$ cat src/rtl/waveform_playback.sv
// Waveform playback: AXI-Stream prefetch FIFO feeding one I/Q sample per clock to a DAC.
// Define WF_PLAYBACK_UNDERRUN_COUNT_EN to build the saturating underrun cycle counter.
module waveform_playback #(
  parameter int FIFO_DEPTH    = 16,
  parameter int PREFILL_LEVEL = 8
) (
  input  logic        clk_in1,
  input  logic        rst,
  input  logic        wf_read_ready,
  input  logic        play_trigger,
  input  logic [15:0] play_len,
  input  logic [31:0] wfin_axis_tdata,
  input  logic        wfin_axis_tvalid,
  input  logic        wfin_axis_tlast,
  output logic        wfin_axis_tready,
  output logic [15:0] dac_out_i,
  output logic [15:0] dac_out_q,
  output logic        dac_out_valid,
  output logic        play_active,
  output logic        play_done,
  output logic        underrun,
  output logic [15:0] underrun_count
);
  // state    | meaning
  // IDLE     | waiting for a trigger while the waveform store is ready
  // PREFETCH | filling the FIFO up to PREFILL_LEVEL or the tlast word
  // PLAY     | one sample per clock to the DAC, zeros on underrun
  // FLUSH    | discarding beats until tlast is accepted
  // DONE     | single-cycle completion pulse

  localparam int          AW        = $clog2(FIFO_DEPTH);
  localparam logic [AW:0] DEPTH_C   = (AW+1)'(FIFO_DEPTH);
  localparam logic [AW:0] PREFILL_C = (AW+1)'(PREFILL_LEVEL);
  localparam logic [AW:0] CNT_ONE   = (AW+1)'(1);
  localparam logic [AW-1:0] PTR_ONE = AW'(1);

  typedef enum logic [2:0] {IDLE, PREFETCH, PLAY, FLUSH, DONE} state_t;

  state_t        state;
  logic [32:0]   mem [FIFO_DEPTH];
  logic [AW-1:0] wr_ptr;
  logic [AW-1:0] rd_ptr;
  logic [AW:0]   count;
  logic [15:0]   remaining;
  logic          last_seen;

  logic          fill_state;
  logic          push;
  logic          pop;
  logic          push_last;
  logic          last_known;
  logic          play_end;
  logic          trig_ok;
  logic [32:0]   head;

  assign fill_state       = (state == PREFETCH) || (state == PLAY);
  assign wfin_axis_tready = (fill_state && (count != DEPTH_C)) || (state == FLUSH);
  assign push             = fill_state && wfin_axis_tvalid && wfin_axis_tready;
  assign pop              = (state == PLAY) && (count != '0);
  assign head             = mem[rd_ptr];
  assign push_last        = push && wfin_axis_tlast;
  assign last_known       = last_seen || push_last;
  assign trig_ok          = (state == IDLE) && play_trigger && wf_read_ready;
  // remaining is a down-counter of samples still owed; terminal count is 1 on the final emit
  assign play_end         = (state == PLAY) && ((remaining == 16'd1) || (pop && head[32]));

  always_ff @(posedge clk_in1) begin
    if (push) mem[wr_ptr] <= {wfin_axis_tlast, wfin_axis_tdata};
  end

  always_ff @(posedge clk_in1) begin
    if (rst) begin
      state         <= IDLE;
      wr_ptr        <= '0;
      rd_ptr        <= '0;
      count         <= '0;
      remaining     <= '0;
      last_seen     <= 1'b0;
      dac_out_i     <= '0;
      dac_out_q     <= '0;
      dac_out_valid <= 1'b0;
      play_active   <= 1'b0;
      play_done     <= 1'b0;
      underrun      <= 1'b0;
    end else begin
      dac_out_valid <= 1'b0;
      dac_out_i     <= '0;
      dac_out_q     <= '0;
      play_done     <= 1'b0;
      if (push) wr_ptr <= wr_ptr + PTR_ONE;
      if (pop)  rd_ptr <= rd_ptr + PTR_ONE;
      if (push && !pop)      count <= count + CNT_ONE;
      else if (pop && !push) count <= count - CNT_ONE;
      if (push_last) last_seen <= 1'b1;

      case (state)
        IDLE: begin
          if (trig_ok) begin
            remaining <= play_len;
            last_seen <= 1'b0;
            underrun  <= 1'b0;
            if (play_len == 16'd0) begin
              state <= FLUSH;
            end else begin
              state       <= PREFETCH;
              play_active <= 1'b1;
            end
          end
        end
        PREFETCH: begin
          if ((count >= PREFILL_C) || last_seen) state <= PLAY;
        end
        PLAY: begin
          dac_out_valid <= 1'b1;
          remaining     <= remaining - 16'd1;
          if (pop) begin
            dac_out_i <= head[31:16];
            dac_out_q <= head[15:0];
          end else begin
            underrun <= 1'b1;
          end
          if (play_end) begin
            wr_ptr      <= '0;
            rd_ptr      <= '0;
            count       <= '0;
            play_active <= 1'b0;
            if (last_known) begin
              state     <= DONE;
              play_done <= 1'b1;
            end else begin
              state <= FLUSH;
            end
          end
        end
        FLUSH: begin
          if (wfin_axis_tvalid && wfin_axis_tlast) begin
            state     <= DONE;
            play_done <= 1'b1;
          end
        end
        DONE:    state <= IDLE;
        default: state <= IDLE;
      endcase
    end
  end

`ifdef WF_PLAYBACK_UNDERRUN_COUNT_EN
  logic [15:0] urun_cnt;

  always_ff @(posedge clk_in1) begin
    if (rst) begin
      urun_cnt <= '0;
    end else if (trig_ok) begin
      urun_cnt <= '0;
    end else if ((state == PLAY) && !pop && (urun_cnt != 16'hFFFF)) begin
      urun_cnt <= urun_cnt + 16'd1;
    end
  end

  assign underrun_count = urun_cnt;
`else
  assign underrun_count = 16'd0;
`endif

endmodule

$ cat config.mk
export PLATFORM = sky130hd
export DESIGN_NAME = waveform_playback
export DESIGN_NICKNAME = d
export VERILOG_FILES = /design/src/rtl/waveform_playback.sv
export SDC_FILE = /design/constraint.sdc
export NUM_CORES = 1
export LEC_CHECK = 0
export ABC_CLOCK_PERIOD_IN_PS = 4050
export CORE_MARGIN = 3
export CORE_UTILIZATION = 40
export DETAILED_ROUTE_END_ITERATION = 8
export PLACE_DENSITY = 0.65
export SETUP_SLACK_MARGIN = 0.1
export SYNTH_ARGS = -nofsm -noshare
export SYNTH_HDL_FRONTEND = slang
export SYNTH_SLANG_ARGS = --single-unit
$ cat constraint.sdc
create_clock -name clk_in1 -period 4.05 [get_ports clk_in1]
set_input_delay 0.81 -clock clk_in1 [delete_from_list [all_inputs] [get_ports clk_in1]]
set_output_delay 0.81 -clock clk_in1 [all_outputs]
set_load 0.02 [all_outputs]
==> flow_summary_export.csv, run 1 <==
group,metric,value,unit
sta,hold_violations,0,
clocking,cts_tree,"yes",
placed_design,dpl_worst_slack,0.550,ns
detailed_routing,drtPass1Iterations,5,
critical_path,start_kind,"register",
power,power_frac_seq,51.2,%
power,comb_power_share,8.9,%
floorplanning,die_w,246,µm
final_layout,diodes,0,
power,switchingPower,3.07,mW
placed_design,postPlaceCellArea,0.0251,mm²
synth,synth_seq_cells,597,
power,cellPowerDensity,505,mW/mm²
synth,synth_edf_count,528,
run,drv_cap,0,
placed_design,portBuffers,90,
clocking,cts_hold_buffers,0,
worst_hold_path,hold-path-cell-count,2,
power,finalPower,13.6,mW
global_route,grt_pass1_vias,11600,
floorplanning,die_y,246,µm
critical_path,rr_worst_depth,7,
critical_path,path_cells,"inv_1 -> ha_1 -> and4bb_2 -> o21a_1 -> nor2_1 -> clkdlybuf4s50_1",
synth,synth.cell_area,0.0230,mm²
run_status,status,"complete, no violations",
power,power_frac_clock,40.0,%
sta,maxSlewHeadroom,32.9,%
power,p_int,10.6,mW
worst_hold_path,hp-class,"register to register",
final_layout,final_area,0.0270,mm²
power,leakagePower,8.41,nW
final_layout,area_growth,17.4,%
floorplanning,coreArea,0.0567,mm²
detailed_routing,vias,11000,
critical_path,critPathKind,"register to output port",
clocking,postCtsSetupBuffers,0,
detailed_routing,wl_per_cell,23.9,µm
synth,ys_seq_area_share,74.9,%
synth,ys.flop_type,"edfxtp_1",
detailed_routing,wl,49000,µm
clocking,clk_latency,0.61,ns
clocking,h-tree-depth,2,
detailed_routing,drc,0,
sta,finalWorstPathRequiredPeriod,3.32,ns
sta,final.setup.worst_slack,0.733,ns
clocking,cts_resized,0,
sta,timing.fmax,302,MHz
clocking,clkTransAtPathRegs,0.06,ns
synth,ys_warn_count,0,
synth,synthArstFlopShare,0,%
synth,netlist_instances,1111,
synth,synth.avg_cell_area,20.7,µm²
final_layout,fin_nets,1307,
synth,synthDistinctLibCells,61,
floorplanning,ios,107,
clocking,cts_made_buffers,59,
floorplanning,rows,87,
sta,min_period_over_period,81.9,%
placed_design,place.gp.congestion,0.818,
floorplanning,die_area,0.0605,mm²
floorplanning,start_util,40.6,%
final_layout,stdcell_count,2049,
global_route,grt_max_degree,55,
critical_path,worst_setup_path_end_kind,"output port",
sta,setup_viol,0,
global_route,antenna_found_initial,1,
power,switching_share,22.5,%
critical_path,cp_max_fo,5,
final_layout,num-fill-cells,4613,
critical_path,cpMaxStageDelayCell,"clkdlybuf4s50_1",
sta,timing_worst_slew_pin_value,0.993,ns
final_layout,layout-drive-gt1-share,25.4,%
critical_path,cp.required,3.24,ns
clocking,clock_path_buffers,3,
global_route,track_usage,16.4,%
sta,slew_viol_final,0,
global_route,grt_pass1_wl,74400,µm
detailed_routing,ant_nets,0,
clocking,cts_sinks,597,
clocking,cts-root-buf,"clkbuf_16",
detailed_routing,viasPerCell,5.39,
sta,skew,0.0228,ns
placed_design,dp_cells,1938,
placed_design,hpwl,30600,µm
detailed_routing,drt_iter0_markers,976,
power,ir_drop,0.319,mV
critical_path,cp.arrival,2.51,ns
global_route,gr-total-overflow,0,
sta,rsz0062_at_grt,"no",
critical_path,cpPeakStageDelay,0.63,ns
[layout by cell type (no fill, tap or decap), types with 4 or more instances in the layout]
| cell | n |
|---|---|
| clkbuf_8 | 7 |
| ha_1 | 10 |
| buf_4 | 30 |
| dfxtp_1 | 65 |
| nor4_1 | 8 |
| a21oi_1 | 22 |
| nand2b_1 | 4 |
| buf_12 | 11 |
| and3_1 | 38 |
| nand2_1 | 25 |
| nor2_1 | 29 |
| nand4_1 | 4 |
| clkdlybuf4s50_1 | 90 |
| edfxtp_1 | 528 |
| nor3_2 | 4 |
| clkinv_2 | 15 |
| a22oi_1 | 5 |
| bufinv_16 | 6 |
| clkbuf_16 | 59 |
| and2_2 | 8 |
| o21ai_0 | 7 |
| nand3_1 | 16 |
| mux2i_1 | 6 |
| nor3_1 | 10 |
| xor2_1 | 5 |
| mux4_2 | 161 |
| clkbuf_1 | 12 |
| clkinvlp_4 | 5 |
| conb_1 | 16 |
| nor2_4 | 5 |
| inv_1 | 11 |
| xnor2_1 | 4 |
| clkinv_1 | 4 |
[power groups by stage]
stage          combinational, mW  clock [mW]  sequential (mW)
6_report                    1.21        5.45             6.98
5_1_grt                     1.32        5.81             7.00
4_1_cts                     1.22        5.59             6.98
3_5_place_dp                1.22           0             7.11
3_3_place_gp                1.20           0             7.10
2_1_floorplan              0.810           0             7.07
[final cells by class]
cell class              count  area [µm²]  area share (%)
flip-flops and latches    597       17200            63.8
repair buffers            131        1350            4.98
clock inverters            33         349            1.29
multi-input cells         443        5470            20.3
inverters                  11        41.3           0.153
well taps                 756         946            3.50
clock buffers              78        1620            5.99
[cells in the mapped netlist, types with 3 or more instances]
library cell / number / share of area [%]
buf_1: 6 / 0.098
xnor2_1: 4 / 0.15
and2_1: 9 / 0.24
nand2_1: 25 / 0.41
edfxtp_1: 528 / 69
nor4_1: 8 / 0.22
o21a_1: 3 / 0.098
mux4_2: 161 / 16
a21oi_1: 22 / 0.48
nand4_1: 4 / 0.11
a22o_1: 3 / 0.11
clkbuf_1: 30 / 0.49
a22oi_1: 5 / 0.16
a32oi_1: 3 / 0.11
ha_1: 10 / 0.54
nor4b_1: 3 / 0.11
nand2b_1: 4 / 0.11
mux2i_1: 6 / 0.26
nor2_1: 34 / 0.55
nand3b_1: 3 / 0.098
dfxtp_1: 69 / 6.0
and3_1: 38 / 1.0
xor2_1: 5 / 0.19
nand3_1: 16 / 0.35
buf_4: 20 / 0.65
inv_1: 11 / 0.18
nor3_1: 14 / 0.30
buf_2: 17 / 0.37
o21ai_0: 7 / 0.15
nor2b_1: 3 / 0.082
a31oi_1: 3 / 0.082
[worst paths after layout]
path	start	to	slack [ns]
worst max register to register	count[0]$_SDFF_PP0_	mem[9][17]$_DFFE_PP_	1.03
worst min register to register	remaining[1]$_SDFFE_PP0P_	remaining[1]$_SDFFE_PP0P_	0.49
worst max-delay path	count[0]$_SDFF_PP0_	wfin_axis_tready	0.73
worst min-delay path	remaining[1]$_SDFFE_PP0P_	remaining[1]$_SDFFE_PP0P_	0.49
[layer usage]
metal  GRT usage [%]  part of all wire (%)
met1            22.9                    44
met2            27.1                    49
met3            2.48                   4.2
met4            4.60                   2.3
met5               0                     0
[metrics by stage]
stage	hold WS (ns)	util (%)	setup TNS (ns)
after floorplan	0.451	-	-15.16
after global placement	0.467	44.2	0
after detailed placement	0.477	44.2	0
after CTS	0.487	47.6	0
after global routing	0.503	47.6	0
final	0.487	47.6	0
[critical path: cells and delay by family, from the launching register on]
family | cells | cell delay, ns
fa+ha+maj | 1 | 0.23
compound gates | 1 | 0.19
flops | 1 | 0.36
simple gates | 2 | 0.40
buf+inv | 2 | 0.73
[cells by family (layout without fill, tap and decap cells)]
family	after synthesis	in the layout	share of synthesized area [%]
AO/OA/AOI/OAI	66	66	2.04
AND/OR/NAND/NOR	173	173	4.19
XOR/XNOR	9	9	0.342
buffers and inverters	86	253	1.89
adder cells (fa/ha/maj)	10	10	0.544
multiplexers	169	169	16.1
other	1	16	0.0163
flip-flops	597	597	74.9
[sequential cells by signal, summed over array words and instances, names as in the netlist, 3 cells and up]
register,cells
state,3
rd_ptr,4
dac_out_i,16
wr_ptr,4
count,5
remaining,16
mem,528
dac_out_q,16
Power figures use the tool's default switching activity.
==> inputs of run 2 (changes only) <==
--- a/config.mk
+++ b/config.mk
@@ -5,7 +5,7 @@
 export SDC_FILE = /design/constraint.sdc
 export NUM_CORES = 1
 export LEC_CHECK = 0
-export ABC_CLOCK_PERIOD_IN_PS = 4050
+export ABC_CLOCK_PERIOD_IN_PS = 2800
 export CORE_MARGIN = 3
 export CORE_UTILIZATION = 40
 export DETAILED_ROUTE_END_ITERATION = 8
==> constraint.sdc (replaced) <==
create_clock -name clk_in1 -period 2.8 [get_ports clk_in1]
set_input_delay 0.56 -clock clk_in1 [delete_from_list [all_inputs] [get_ports clk_in1]]
set_output_delay 0.56 -clock clk_in1 [all_outputs]
set_load 0.02 [all_outputs]
==> flow_summary_export.csv, run 2 (synthesized netlist as in run 1, its figures left out) <==
group,metric,value,unit
worst_hold_path,hp-class,"register to register",
detailed_routing,wl,51500,µm
floorplanning,ios,107,
critical_path,r2r_start,"count[0]$_SDFF_PP0_",
global_route,antenna_found_initial,3,
power,switchingPower,4.55,mW
global_route,grt_pass1_wl,75900,µm
sta,timing.fmax,390,MHz
clocking,postCtsSetupBuffers,0,
final_layout,area_growth,19.7,%
critical_path,critPathKind,"register to output port",
sta,finalWorstPathRequiredPeriod,2.56,ns
sta,skew,0.0383,ns
power,ir_drop,0.590,mV
critical_path,rr_worst_depth,8,
final_layout,final_common_cell,"edfxtp_1",
sta,slew_viol_final,0,
global_route,gr-total-overflow,0,
sta,timing_worst_slew_pin_value,0.855,ns
floorplanning,coreArea,0.0567,mm²
run_status,status,"complete, no violations",
detailed_routing,ant_nets,0,
placed_design,portBuffers,90,
final_layout,final_cell_mix,"528 x edfxtp_1, 161 x mux4_2, 89 x clkdlybuf4s50_1",
clocking,cts-root-buf,"clkbuf_16",
sta,hold_violations,0,
power,finalPower,20.0,mW
final_layout,largest_reg_flops,528,
run,drv_cap,0,
sta,min_period_over_period,91.5,%
critical_path,path_cells,"inv_1 -> ha_1 -> and4bb_2 -> o21a_1 -> nor2_2 -> buf_4",
detailed_routing,drt_iter0_markers,931,
clocking,clock_path_buffers,3,
worst_hold_path,hold-path-cell-count,2,
clocking,clk_latency,0.63,ns
sta,setup_viol,0,
critical_path,cpMaxStageDelayCell,"dfxtp_2",
clocking,cts_tree,"yes",
floorplanning,start_util,40.6,%
clocking,clkTransAtPathRegs,0.06,ns
detailed_routing,viasPerCell,5.44,
power,cellPowerDensity,727,mW/mm²
critical_path,cp_max_fo,5,
detailed_routing,drtPass1Iterations,5,
detailed_routing,drc,0,
critical_path,reg2reg_to,"mem[2][31]$_DFFE_PP_",
critical_path,worstSetupStartpoint,"count[0]$_SDFF_PP0_",
sta,holdWs,0.482,ns
floorplanning,rows,87,
critical_path,cp-endpoint,"wfin_axis_tready",
detailed_routing,wl_per_cell,24.9,µm
final_layout,fin_nets,1327,
critical_path,cpPeakStageDelay,0.35,ns
placed_design,hpwl,33500,µm
critical_path,r2r_setup_slack,0.42,ns
placed_design,place.gp.congestion,0.809,
clocking,cts_hold_buffers,0,
clocking,h-tree-depth,2,
global_route,grt_pass1_vias,11400,
sta,setup_tns,0,ns
critical_path,worst_setup_path_end_kind,"output port",
critical_path,start_kind,"register",
final_layout,final_area,0.0276,mm²
global_route,grt_max_degree,61,
final_layout,top_register,"mem",
power,leakagePower,8.58,nW
floorplanning,die_area,0.0605,mm²
sta,maxSlewHeadroom,42.8,%
global_route,track_usage,17.1,%
clocking,cts_made_buffers,59,
power,power_frac_seq,50.3,%
detailed_routing,vias,11200,
power,p_int,15.5,mW
clocking,cts_sinks,597,
final_layout,layout-drive-gt1-share,26.8,%
placed_design,postPlaceCellArea,0.0255,mm²
power,power_frac_clock,40.0,%
floorplanning,die_y,246,µm
critical_path,cp.arrival,2.00,ns
floorplanning,die_w,246,µm
sta,rsz0062_at_grt,"no",
power,switching_share,22.7,%
power,comb_power_share,9.8,%
critical_path,cp.required,2.24,ns
run 2: worst min path at each step:
stage | from | endpoint
after detailed placement | remaining[1]$_SDFFE_PP0P_ | remaining[1]$_SDFFE_PP0P_
after floorplan | remaining[5]$_SDFFE_PP0P_ | remaining[5]$_SDFFE_PP0P_
after CTS | remaining[1]$_SDFFE_PP0P_ | remaining[1]$_SDFFE_PP0P_
after global routing | remaining[1]$_SDFFE_PP0P_ | remaining[1]$_SDFFE_PP0P_
final | remaining[1]$_SDFFE_PP0P_ | remaining[1]$_SDFFE_PP0P_
after global placement | remaining[5]$_SDFFE_PP0P_ | remaining[5]$_SDFFE_PP0P_
run 2: power by group through the flow:
stage	clock network, mW	logic (mW)	registers (mW)
after CTS	8.20	1.98	10.1
final	8.00	1.95	10.1
after global placement	0	1.95	10.2
after detailed placement	0	1.97	10.3
after floorplan	0	1.18	10.2
after global routing	8.54	2.11	10.1
run 2: worst max-delay path: cells and delay by family (launching register included):
kind	cells	cell delay (ns)
fa+ha+maj	1	0.22
compound gates	1	0.21
simple gates	2	0.39
buf+inv	2	0.23
flops	1	0.35
run 2: repair_timing:
action | in CTS | in global routing
hold endpoints to repair | 0 | 0
pin swaps | 0 | 0
gates resized for setup | 6 | 2
gates cloned | 0 | 0
endpoints found under the setup margin | 1 | 1
run 2: layout make-up:
type	instances	area, µm²
diodes	1	2.50
clock buffers	78	1640
clock inverters	32	363
fillers	4521	29200
inverters	11	41.3
multi-input cells	443	5500
flip-flops and latches	597	17200
well taps	756	946
repair buffers	151	1810
run 2: through the flow:
step	setup WS (ns)	util (%)	std cells
2_1_floorplan	0.00378	-	1126
3_3_place_gp	0.131	45.0	1958
3_5_place_dp	0.103	45.0	1958
4_1_cts	0.118	48.6	2068
5_1_grt	0.128	48.6	2068
6_report	0.238	48.6	2069
run 2: per-layer routing:
layer | vias to the layer above | global-route usage, % | wire [µm]
met4 | 4 | 5.35 | 1280
met2 | 380 | 28.6 | 25800
li1 | 4882 | - | -
met1 | 5893 | 22.8 | 20900
met5 | - | 0 | 18
met3 | 88 | 3.40 | 3450
